[src/rtl/display_req_arbiter.sv]
// display_req_arbiter
// Shares one display formatter among NUM_REQ requesters. It picks a winner,
// launches the formatter with a one-cycle disp_en and follows disp_busy
// through its rise and fall. It then returns a one-cycle completion pulse to
// the requester that was served. A watchdog ends a transfer whose busy flag
// never rises or never falls, and it sets the sticky timeout_err flag.
// Optional build macro: DISP_ARB_FIXED_PRIO_EN
//   - undefined (default): round-robin starting at rr_ptr
//   - defined: fixed priority, lowest index wins, no rr_ptr
module display_req_arbiter #(
  parameter int NUM_REQ      = 4,
  parameter int DATA_W       = 32,
  parameter int BUSY_TIMEOUT = 16
) (
  input  logic                       clk,
  input  logic                       rst,
  input  logic [NUM_REQ-1:0]         req,
  input  logic [NUM_REQ*DATA_W-1:0]  req_data,
  input  logic [NUM_REQ*2-1:0]       req_fmt,
  output logic [NUM_REQ-1:0]         gnt,
  output logic [NUM_REQ-1:0]         done,
  output logic [DATA_W-1:0]          disp_data,
  output logic [1:0]                 disp_fmt,
  output logic                       disp_en,
  input  logic                       disp_busy,
  output logic [$clog2(NUM_REQ)-1:0] active_id,
  output logic                       timeout_err
);

  localparam int ID_W  = $clog2(NUM_REQ);
  localparam int CNT_W = $clog2(BUSY_TIMEOUT + 1);
  // The counter is cleared in ISSUE and counts the wait cycles that follow.
  // The expiry decision is registered, so firing on BUSY_TIMEOUT-1 places
  // the done pulse exactly BUSY_TIMEOUT cycles after the ISSUE cycle.
  localparam logic [CNT_W-1:0] CNT_LAST = CNT_W'(BUSY_TIMEOUT - 1);
  localparam logic [ID_W-1:0]  ID_MAX   = ID_W'(NUM_REQ - 1);

  typedef enum logic [1:0] {
    IDLE      = 2'd0,
    ISSUE     = 2'd1,
    WAIT_BUSY = 2'd2,
    WAIT_DONE = 2'd3
  } state_t;

  state_t              state_q, state_d;
  logic [NUM_REQ-1:0]  gnt_q, gnt_d;
  logic [NUM_REQ-1:0]  done_q, done_d;
  logic [DATA_W-1:0]   data_q, data_d;
  logic [1:0]          fmt_q, fmt_d;
  logic                en_q, en_d;
  logic [ID_W-1:0]     id_q, id_d;
  logic [CNT_W-1:0]    cnt_q, cnt_d;
  logic                terr_q, terr_d;
`ifndef DISP_ARB_FIXED_PRIO_EN
  logic [ID_W-1:0]     rr_ptr_q, rr_ptr_d;
`endif

  logic                win_found_s;
  logic [ID_W-1:0]     win_id_s;
  logic [ID_W-1:0]     cand_s;
  logic [DATA_W-1:0]   data_arr_s [NUM_REQ];
  logic [1:0]          fmt_arr_s  [NUM_REQ];

  // Unpack the flat request buses into per-requester views
  for (genvar g = 0; g < NUM_REQ; g++) begin : g_unpack
    assign data_arr_s[g] = req_data[g*DATA_W +: DATA_W];
    assign fmt_arr_s[g]  = req_fmt[g*2 +: 2];
  end

  // Search for the first active request from the starting index, wrapping
  always_comb begin
    win_found_s = 1'b0;
    win_id_s    = '0;
    cand_s      = '0;
    for (int i = 0; i < NUM_REQ; i++) begin
`ifdef DISP_ARB_FIXED_PRIO_EN
      cand_s = ID_W'(i);
`else
      cand_s = ID_W'((int'(rr_ptr_q) + i) % NUM_REQ);
`endif
      if (req[cand_s] && !win_found_s) begin
        win_found_s = 1'b1;
        win_id_s    = cand_s;
      end else begin
        win_found_s = win_found_s;
      end
    end
  end

  // Next-state, watchdog and output computation for the transfer sequence
  always_comb begin
    state_d  = state_q;
    gnt_d    = '0;
    done_d   = '0;
    en_d     = 1'b0;
    data_d   = data_q;
    fmt_d    = fmt_q;
    id_d     = id_q;
    cnt_d    = cnt_q;
    terr_d   = terr_q;
`ifndef DISP_ARB_FIXED_PRIO_EN
    rr_ptr_d = rr_ptr_q;
`endif
    case (state_q)
      IDLE: begin
        if (win_found_s && !disp_busy) begin
          state_d  = ISSUE;
          gnt_d    = NUM_REQ'(1) << win_id_s;
          en_d     = 1'b1;
          data_d   = data_arr_s[win_id_s];
          fmt_d    = fmt_arr_s[win_id_s];
          id_d     = win_id_s;
`ifndef DISP_ARB_FIXED_PRIO_EN
          rr_ptr_d = (win_id_s == ID_MAX) ? '0 : win_id_s + ID_W'(1);
`endif
        end else begin
          state_d = IDLE;
        end
      end
      ISSUE: begin
        state_d = WAIT_BUSY;
        cnt_d   = '0;
      end
      WAIT_BUSY: begin
        cnt_d = cnt_q + CNT_W'(1);
        if (cnt_d == CNT_LAST) begin
          state_d = IDLE;
          done_d  = NUM_REQ'(1) << id_q;
          terr_d  = 1'b1;
        end else if (disp_busy) begin
          state_d = WAIT_DONE;
        end else begin
          state_d = WAIT_BUSY;
        end
      end
      WAIT_DONE: begin
        cnt_d = cnt_q + CNT_W'(1);
        if (!disp_busy) begin
          state_d = IDLE;
          done_d  = NUM_REQ'(1) << id_q;
        end else if (cnt_d == CNT_LAST) begin
          state_d = IDLE;
          done_d  = NUM_REQ'(1) << id_q;
          terr_d  = 1'b1;
        end else begin
          state_d = WAIT_DONE;
        end
      end
      default: begin
        state_d = IDLE;
      end
    endcase
  end

  // Register state and every output; reset drops any transfer in flight
  always_ff @(posedge clk) begin
    if (rst) begin
      state_q  <= IDLE;
      gnt_q    <= '0;
      done_q   <= '0;
      data_q   <= '0;
      fmt_q    <= 2'b00;
      en_q     <= 1'b0;
      id_q     <= '0;
      cnt_q    <= '0;
      terr_q   <= 1'b0;
`ifndef DISP_ARB_FIXED_PRIO_EN
      rr_ptr_q <= '0;
`endif
    end else begin
      state_q  <= state_d;
      gnt_q    <= gnt_d;
      done_q   <= done_d;
      data_q   <= data_d;
      fmt_q    <= fmt_d;
      en_q     <= en_d;
      id_q     <= id_d;
      cnt_q    <= cnt_d;
      terr_q   <= terr_d;
`ifndef DISP_ARB_FIXED_PRIO_EN
      rr_ptr_q <= rr_ptr_d;
`endif
    end
  end

  assign gnt         = gnt_q;
  assign done        = done_q;
  assign disp_data   = data_q;
  assign disp_fmt    = fmt_q;
  assign disp_en     = en_q;
  assign active_id   = id_q;
  assign timeout_err = terr_q;

endmodule

[config.mk]
export PLATFORM = sky130hd
export DESIGN_NAME = display_req_arbiter
export DESIGN_NICKNAME = d
export VERILOG_FILES = /design/src/rtl/display_req_arbiter.sv
export SDC_FILE = /design/constraint.sdc
export NUM_CORES = 1
export LEC_CHECK = 0
export ABC_AREA = 1
export CORE_MARGIN = 1
export CORE_UTILIZATION = 39
export CTS_CLUSTER_DIAMETER = 200
export DETAILED_ROUTE_END_ITERATION = 6
export PLACE_DENSITY = 0.79
export SETUP_SLACK_MARGIN = 0.02
export SYNTH_ARGS = -nofsm -noshare
export SYNTH_HDL_FRONTEND = slang
export SYNTH_SLANG_ARGS = --single-unit
export TNS_END_PERCENT = 30
[constraint.sdc]
create_clock -name clk -period 1.8 [get_ports clk]
set_clock_uncertainty 0.1 [all_clocks]
set_input_delay 0.45 -clock clk [delete_from_list [all_inputs] [get_ports clk]]
set_output_delay 0.45 -clock clk [all_outputs]
set_load 0.02 [all_outputs]
* Word-level counts from Yosys, hierarchy flattened
Cells that the tools add are included.
** Storage, ports and cells
- Register bits :: 55
- Input bits :: 143
- Output and inout bits :: 46
- Logic and storage cells :: 84
** Cells by class
- Add/subtract/negate cells :: 5
- Order comparisons :: 5
- Equal/unequal tests :: 6
- Shift-type cells :: 2
- Muxes and demuxes :: 37
- Bitwise gates (word level) :: 3
- Reductions and logical operators :: 16
** Operators with widths (number)
- $bmux 32 s2 :: 1
- $mux 32 :: 2
- $mux 2 :: 10
- $mux 1 :: 13
- $lt 2x3->1 const B :: 4
- $pmux 5 s2 :: 1
- $bmux 1 s2 :: 4
- $mux 4 :: 2
- $pmux 2 s4 :: 1
- $pmux 4 s2 :: 1
- $shl 1x2->4 const A :: 2
- $eq 2x2->1 const B :: 3
- $add 5x1->5 const B :: 1
- $eq 5x4->1 const B :: 1
- $add 2x1->2 const B :: 2
- $add 2x2->2 const B :: 2
- $bmux 2 s2 :: 1
- $logic_and 1x1->1 :: 4
- $logic_not 1->1 :: 4
- $reduce_and 2->1 :: 2
- $reduce_bool 2->1 :: 2
- $reduce_or 2->1 :: 2
- $ge 3x3->1 const B :: 1
- $not 2->3 :: 1
- other kinds (6) :: 7

* Longest topological paths before layout
Gate-level depths: netlist of run 1.
- Word-level depth :: 16
- Mapped depth :: 16

* Least setup slack after synthesis of run 1
OpenSTA, ideal clock, no wires.
- Path kind :: in2reg
- Start :: input port req[3]
- End :: register data_q[13], in the netlist disp_data[13]
- Arrival :: 1619 ps
- Required time :: 1591 ps
- Path slack :: -27 ps
- Stages on the path :: 14
- Buffers on the path :: 2
- Cells stage by stage :: inv_1 > nand2_2 > nand3_2 > nand2_2 > nor2_4 > nand3_2 > nand2_4 > buf_6 > buf_4 > nand3b_1 > nand3_2 > nand3_1 > nand2_1 > inv_1
** Between the ends
- Longest elaborated chain between the ends :: 16
- Elaborated cells between the ends (all ways) :: 28
- Classes of those cells :: 19 x mux; 1 x bitwise; 8 x reduce/logical
** RTL lines
- start: declaration :: line 17 : input logic [NUM_REQ-1:0] req,
- $bmux 1 s2 :: line 81 : if (req[cand_s] && !win_found_s) begin
- $mux 1 (not written as such) :: line 81
- $mux 1 :: line 81
- $logic_not 1->1 :: line 81
- $logic_and 1x1->1 :: line 81
- $mux 1 :: line 81
- $logic_not 1->1 :: line 81
- $logic_and 1x1->1 :: line 81
- $mux 1 :: line 81
- $logic_not 1->1 :: line 81
- $logic_and 1x1->1 :: line 81
- $mux 2 :: line 81
- $not 2->3 (not written as such) :: line 110 : data_d = data_arr_s[win_id_s];
- $bmux 32 s2 :: line 110
- $mux 32 (not written as such) (2 in series) :: line 110
- end signal: assignment :: line 174 : data_q <= data_d;
- end: declaration :: line 48 : logic [DATA_W-1:0] data_q, data_d;
Parallel ways exist; a longest one is shown, timed or not. The select of a mux whose other input is x is not followed.
A chain may end at the register's enable or synchronous reset.

* Final worst setup path of run 1
- Start :: register rr_ptr_q[0]
- End :: register fmt_q[0], in the netlist disp_fmt[0]
** Between the ends
- Longest elaborated chain between the ends :: 16
- Elaborated cells between the ends (all ways) :: 31
- Classes of those cells :: 3 x add/sub; 19 x mux; 1 x bitwise; 8 x reduce/logical
** RTL lines
- start: declaration :: line 55 : logic [ID_W-1:0] rr_ptr_q, rr_ptr_d;
- start signal: assignment :: line 181 : rr_ptr_q <= rr_ptr_d;
- branches (longest 16 deep; another with $add 2x1->2)
- end signal: assignment :: line 175 : fmt_q <= fmt_d;
- end: declaration :: line 49 : logic [1:0] fmt_q, fmt_d;
Parallel ways; which one is timed is not known. The select of a mux whose other input is x is not followed.

==> results of run 1 <==
-- timing repair --
item,CTS,global route
gates cloned,4,6
setup buffers,13,2
pin swaps,26,28
gates resized for setup,61,59
setup endpoints to repair,86,94
-- flip-flops by register name, indices dropped and copies added, names as in the netlist --
signal,count
disp_data,32
disp_fmt,2
done,4
timeout_err,1
disp_en,1
gnt,4
cnt_q,5
rr_ptr_q,2
state_q,2
active_id,2
-- worst max-delay path, stage by stage, from the launching register on --
cell,delay (ns)
dfxtp_4,0.40
buf_12,0.15
nand2_4,0.06
nand2_4,0.05
nand2_2,0.07
nand2_2,0.07
nor2_4,0.16
nand3_4,0.11
nand2_4,0.14
buf_8,0.16
clkbuf_16,0.15
nand3_1,0.10
nand3_2,0.11
nand3_2,0.08
nand2_1,0.07
inv_1,0.03
-- per-stage QoR --
stage / instance area, µm² / hold WS (ns) / utilization [%] / worst slack [ns]
2_1_floorplan: 4215 / 0.3702 / - / 0.0001229
3_3_place_gp: 6431 / 0.3415 / 62.02 / -0.7012
3_5_place_dp: 6431 / 0.3498 / 62.02 / -0.7136
4_1_cts: 6975 / 0.2976 / 67.27 / -0.2262
5_1_grt: 7300 / 0.3171 / 70.39 / -0.4087
6_report: 7300 / 0.3068 / 70.39 / -0.3239
-- final timing paths --
path | from | end
setup / recovery | rr_ptr_q[0]$_SDFFE_PP0P_ | disp_fmt[0]$_SDFFE_PP0P_
hold / removal | rst | rr_ptr_q[0]$_SDFFE_PP0P_
setup reg to reg | rr_ptr_q[0]$_SDFFE_PP0P_ | disp_fmt[0]$_SDFFE_PP0P_
hold reg to reg | timeout_err$_SDFFE_PP0P_ | timeout_err$_SDFFE_PP0P_
-- cells by family (layout without fill, tap and decap cells) --
logic type               count (synthesis)  in the layout  synth area share [%]
buffers and inverters                  201            415                 20.51
AND/OR/NAND/NOR                        423            423                 49.88
flip-flops                              55             55                 26.32
adder cells (fa/ha/maj)                  2              2                0.5980
XOR/XNOR                                 2              2                0.4187
AO/OA/AOI/OAI                           16             16                 2.273
-- area by class of cell --
class                   count  area share (%)
clock inverters             3          0.3942
well taps                 136           2.331
inverters                 160           8.468
multi-input cells         443           35.45
repair buffers            247           37.23
flip-flops and latches     55           15.19
clock buffers               5          0.9427
-- layout by cell type (no fill, tap or decap), types with 3 or more instances in the layout --
cell             count
clkdlybuf4s50_1    183
inv_1              149
nand2_1            103
nand3_1             91
nor2_1              76
nand3_2             54
dfxtp_1             53
nand3b_1            35
nand2_2             32
buf_4               26
buf_12              19
nand2_4             13
inv_2                8
a21oi_1              6
nor3_1               5
clkbuf_8             5
clkbuf_16            5
nor2_2               4
buf_6                4
dlygate4sd2_1        4
buf_8                3
-- where the power goes --
| part | total, µW | switching, µW | leakage, µW | internal [µW] |
|---|---|---|---|---|
| registers | 1910 | 260 | 0.000454 | 1650 |
| clock network | 755 | 465 | 0.0000502 | 290 |
| logic | 13000 | 6810 | 0.00315 | 6180 |
-- layer usage --
metal  up-vias  part of all wire, %  track usage (%)
li1       2549                    -                -
met1      2321                   39            29.94
met2       216                   52            44.36
met3        36                  6.2            4.391
met4         0                  2.9            8.532
met5         -                    0                0
==> results.txt, run 1 <==
Initial DRC Count: 228
initial antenna violation count: 0
fraction of layout cells with a size suffix above 1: 21.25%
failing checks: negative setup slack
setup ws final: -0.3239 ns
Seq. cell area: 1109 µm²
Reg2Reg Depth: 15
Final Hold Fails: 0
Max-slew headroom: 81.38%
Antenna Nets Post-Route: 0
count leader, synth: inv_1
setup tns final: -12.43 ns
Final nets: 1057
Hold Crit Class: in -> reg
H-tree depth: 2
WP data required: 1.93 ns
Critical Path End Type: flip-flop
Max Cap Violations: 0
R2R setup slack: -0.32 ns
Die ar.: 11150 µm²
Critical Path AT: 2.25 ns
number of global-route vias before repair: 4839
fill cell count: 839
Post-synth EDFFs: 0
remaining global-route overflow: 0
Via Count: 5122
first-pass GRT wire length: 22490 µm
DR WL/cell: 14.16 µm
pwr dens: 2145 nW/µm²
Worst setup SP type: flip-flop
Synth Flop Type: dfxtp_1
drt total wl: 14850 µm
final setup fails: 75
vias per cell: 4.883
Initial Util: 40.35%
most common library cells after synthesis: 156 x inv_1, 140 x nand2_1, 122 x nand3_1, 81 x nor2_1, 55 x dfxtp_1
Slew @ Worst Pin: 0.2775 ns
CTS Buffer Depth: 2
Leakage: 0.003650 µW
clock slew at reported path FFs: 0.13 ns
flops & latches, synth: 55
Setup CP Type: reg -> reg
clk_lat worst skew: 0.32 ns
DP HPWL: 9636 µm
area delta synth->final: 74.46%
syn_nets: 844
Sink Count: 55
top cell type by total area after synthesis: dfxtp_1
port bufs: 188
GRT Total Usage: 24.88%
# hold bufs at CTS: 0
Slew Viols, Final: 0
Rows: 37
CTS buffer count: 5
die width: 105.6 µm
Hold Path Stages: 2
average size of a mapped cell: 5.986 µm²
Mapped Area: 4184 µm²
core box area: 10370 µm²
CTS tree: yes
status: finished, violations left
non-filler cells, final: 1049
count of cell types in the netlist: 34
GPL Wtd Cong: 0.8596
Top Ports: 189
Die Y-Extent: 105.6 µm
first drt pass iteration count: 5
RSZ-0062 raised after global routing: yes
Tmin final: 2.124 ns
Clock Tree Root: clkbuf_8
DRC Markers: 0
sequential share of the synthesized area: 26.32%
Max VDD drop: 1.229 mV
largest net degree at the start of global routing: 33
fraction of registers with async set/reset: 0%
n_diodes: 0
Yosys Warn Count: 0
cells after synthesis: 699
largest cells by area after synthesis: dfxtp_1 26%, nand3_1 15%, inv_1 14%
fmax: 470.8 MHz
placed cells: 1018
area share of the leading cell type in the synthesized netlist: 26.32%
multi-input logic area: 2587 µm²
final worst path period share: 118.0%
crit-path max FO: 7
Power, Total: 15660 µW
Note: power is estimated with default switching activity, not from simulation.
==> run 2: changes to the inputs <==
Settings changed: CORE_UTILIZATION 39 to 40, PLACE_DENSITY 0.79 to 0.78.
Clock period 1.8 ns to 2.65 ns, I/O delays scaled along.
==> run 2 against run 1 <==
Net effect:
- the flow now finishes without violations
- non-clock buffer count is 38 lower
- sequential cell count is the same
- global-route usage fell by 1.3 points
- clock power fell by 36%
- die area down 2.4%
- core utilization down 7.1 points
- critical endpoint is now disp_data[13]$_SDFFE_PP0P_
- worst hold slack better by 0.058 ns
==> results.txt, run 2 (synthesized netlist as in run 1, its figures left out) <==
DRC Markers: 0
status: complete, no violations
CTS Buffer Depth: 2
WP data required: 2.77 ns
Rows: 36
clk_lat worst skew: 0.31 ns
die width: 104.3 µm
Max Cap Violations: 0
Slew @ Worst Pin: 0.5288 ns
Via Count: 4849
clock slew at reported path FFs: 0.10 ns
first-pass GRT wire length: 21090 µm
Final Hold Fails: 0
pwr dens: 1210 nW/µm²
port bufs: 188
Hold Crit Start: timeout_err$_SDFFE_PP0P_
drt total wl: 12810 µm
core box area: 9955 µm²
GRT Total Usage: 23.53%
fraction of layout cells with a size suffix above 1: 8.114%
CTS buffer count: 5
crit-path cells: clkdlybuf4s50_1, inv_1, nand2_1, nand3_2, nand2_2, nor2_1, nor2_1, nand2_4, nand2_2, buf_12, nand2_1, nand3_1, nand3_1, nand2_1, inv_1
RSZ-0062 raised after global routing: no
max reg flops: 32
Antenna Nets Post-Route: 0
Hold Crit Class: reg -> reg
final setup fails: 0
Crit path largest cell delay: 0.47 ns
CP max-delay cell: clkdlybuf4s50_1
Max VDD drop: 0.7277 mV
crit-path max FO: 37
number of global-route vias before repair: 4586
Sink Count: 55
Critical Path Most Common Cell: nand2_1
fill cell count: 892
DP HPWL: 9800 µm
# Post-CTS Setup Buffers: 0
Max-slew headroom: 64.74%
Slew Viols, Final: 0
area delta synth->final: 50.63%
fmax: 410.4 MHz
Critical Path AT: 2.56 ns
commonest non-fill, non-tap cell in the layout: clkdlybuf4s50_1
remaining global-route overflow: 0
non-filler cells, final: 1008
GPL Wtd Cong: 0.9465
Setup CP Type: in -> reg
Initial Util: 42.03%
Final nets: 1019
Initial DRC Count: 140
Top Ports: 189
Critical Path End Type: flip-flop
Util after Layout: 63.31%
initial antenna violation count: 0
placed cells: 1000
first drt pass iteration count: 5
H-tree depth: 2
vias per cell: 4.811
Die ar.: 10870 µm²
Clock Tree Root: clkbuf_8
Die Y-Extent: 104.3 µm
CP Launch Point: req[2]
largest net degree at the start of global routing: 47
n_diodes: 0
most frequent cells in the layout: 187 x clkdlybuf4s50_1, 156 x inv_1, 140 x nand2_1
CTS tree: yes
startpoint of the worst register-to-register path: rr_ptr_q[0]$_SDFFE_PP0P_
Worst setup SP type: input pin
DR WL/cell: 12.71 µm
final worst path period share: 91.94%
Leakage: 0.003208 µW
Tmin final: 2.436 ns
Power, Total: 7627 µW
[run 2: cell types whose count changed in the layout (fill, tap and decap cells not counted), moves of 12 or more]
cell,change
buf_12,-13
nand3_2,-29
nand2_2,-25
nand2_1,+37
buf_4,-12
nand3_1,+31
[run 2: layout make-up]
cell class / instances / area [µm²] / area share (%)
clock buffers: 5 / 68.82 / 1.092
clock inverters: 3 / 25.02 / 0.3971
inverters: 160 / 603.1 / 9.569
multi-input cells: 443 / 2225 / 35.30
flip-flops and latches: 55 / 1101 / 17.47
well taps: 133 / 166.4 / 2.640
repair buffers: 209 / 2113 / 33.53
[run 2: metrics by stage]
step           setup WS [ns]  hold slack, ns  instance area [µm²]  setup TNS [ns]
3_3_place_gp        -0.03897          0.3405                 6205         -0.2043
3_5_place_dp         -0.1081          0.3510                 6205          -2.314
6_report              0.2136          0.3647                 6302               0
5_1_grt              0.05157          0.3947                 6302               0
2_1_floorplan         0.6100          0.3702                 4184               0
4_1_cts               0.2211          0.3667                 6299               0
[run 2: timing repair]
item / 4_1_cts / 5_1_grt
endpoints found under the setup margin: 0 / 2
hold buffers: 0 / 0
gates resized for setup: 0 / 1
[run 2: final timing paths]
| check | end | slack (ns) | cells after the start |
|---|---|---|---|
| worst max register to register | disp_data[13]$_SDFFE_PP0P_ | 0.40 | 15 |
| worst min register to register | timeout_err$_SDFFE_PP0P_ | 0.36 | 2 |
| worst min-delay path | timeout_err$_SDFFE_PP0P_ | 0.36 | 2 |
| worst max-delay path | disp_data[13]$_SDFFE_PP0P_ | 0.21 | 15 |
[run 2: metal layers]
layer | up-vias | global-route usage [%] | share of wire (%)
met2 | 189 | 42.76 | 50
met4 | 0 | 6.837 | 1.8
met5 | - | 0 | 0
met1 | 2176 | 27.17 | 41
li1 | 2468 | - | -
met3 | 16 | 5.451 | 6.8
[run 2: report_power, final]
| group | leakage (µW) | internal, µW | switching (µW) |
|---|---|---|---|
| logic | 0.00271 | 2330 | 3520 |
| registers | 0.000452 | 1110 | 185 |
| clock network | 0.0000443 | 190 | 295 |
| total | 0.00321 | 3630 | 4000 |
[run 2: worst max-delay path: cells and delay by family]
kind                   cells  cell delay, ns
buffers and inverters      4            0.77
and+or+nand+nor           11            1.09
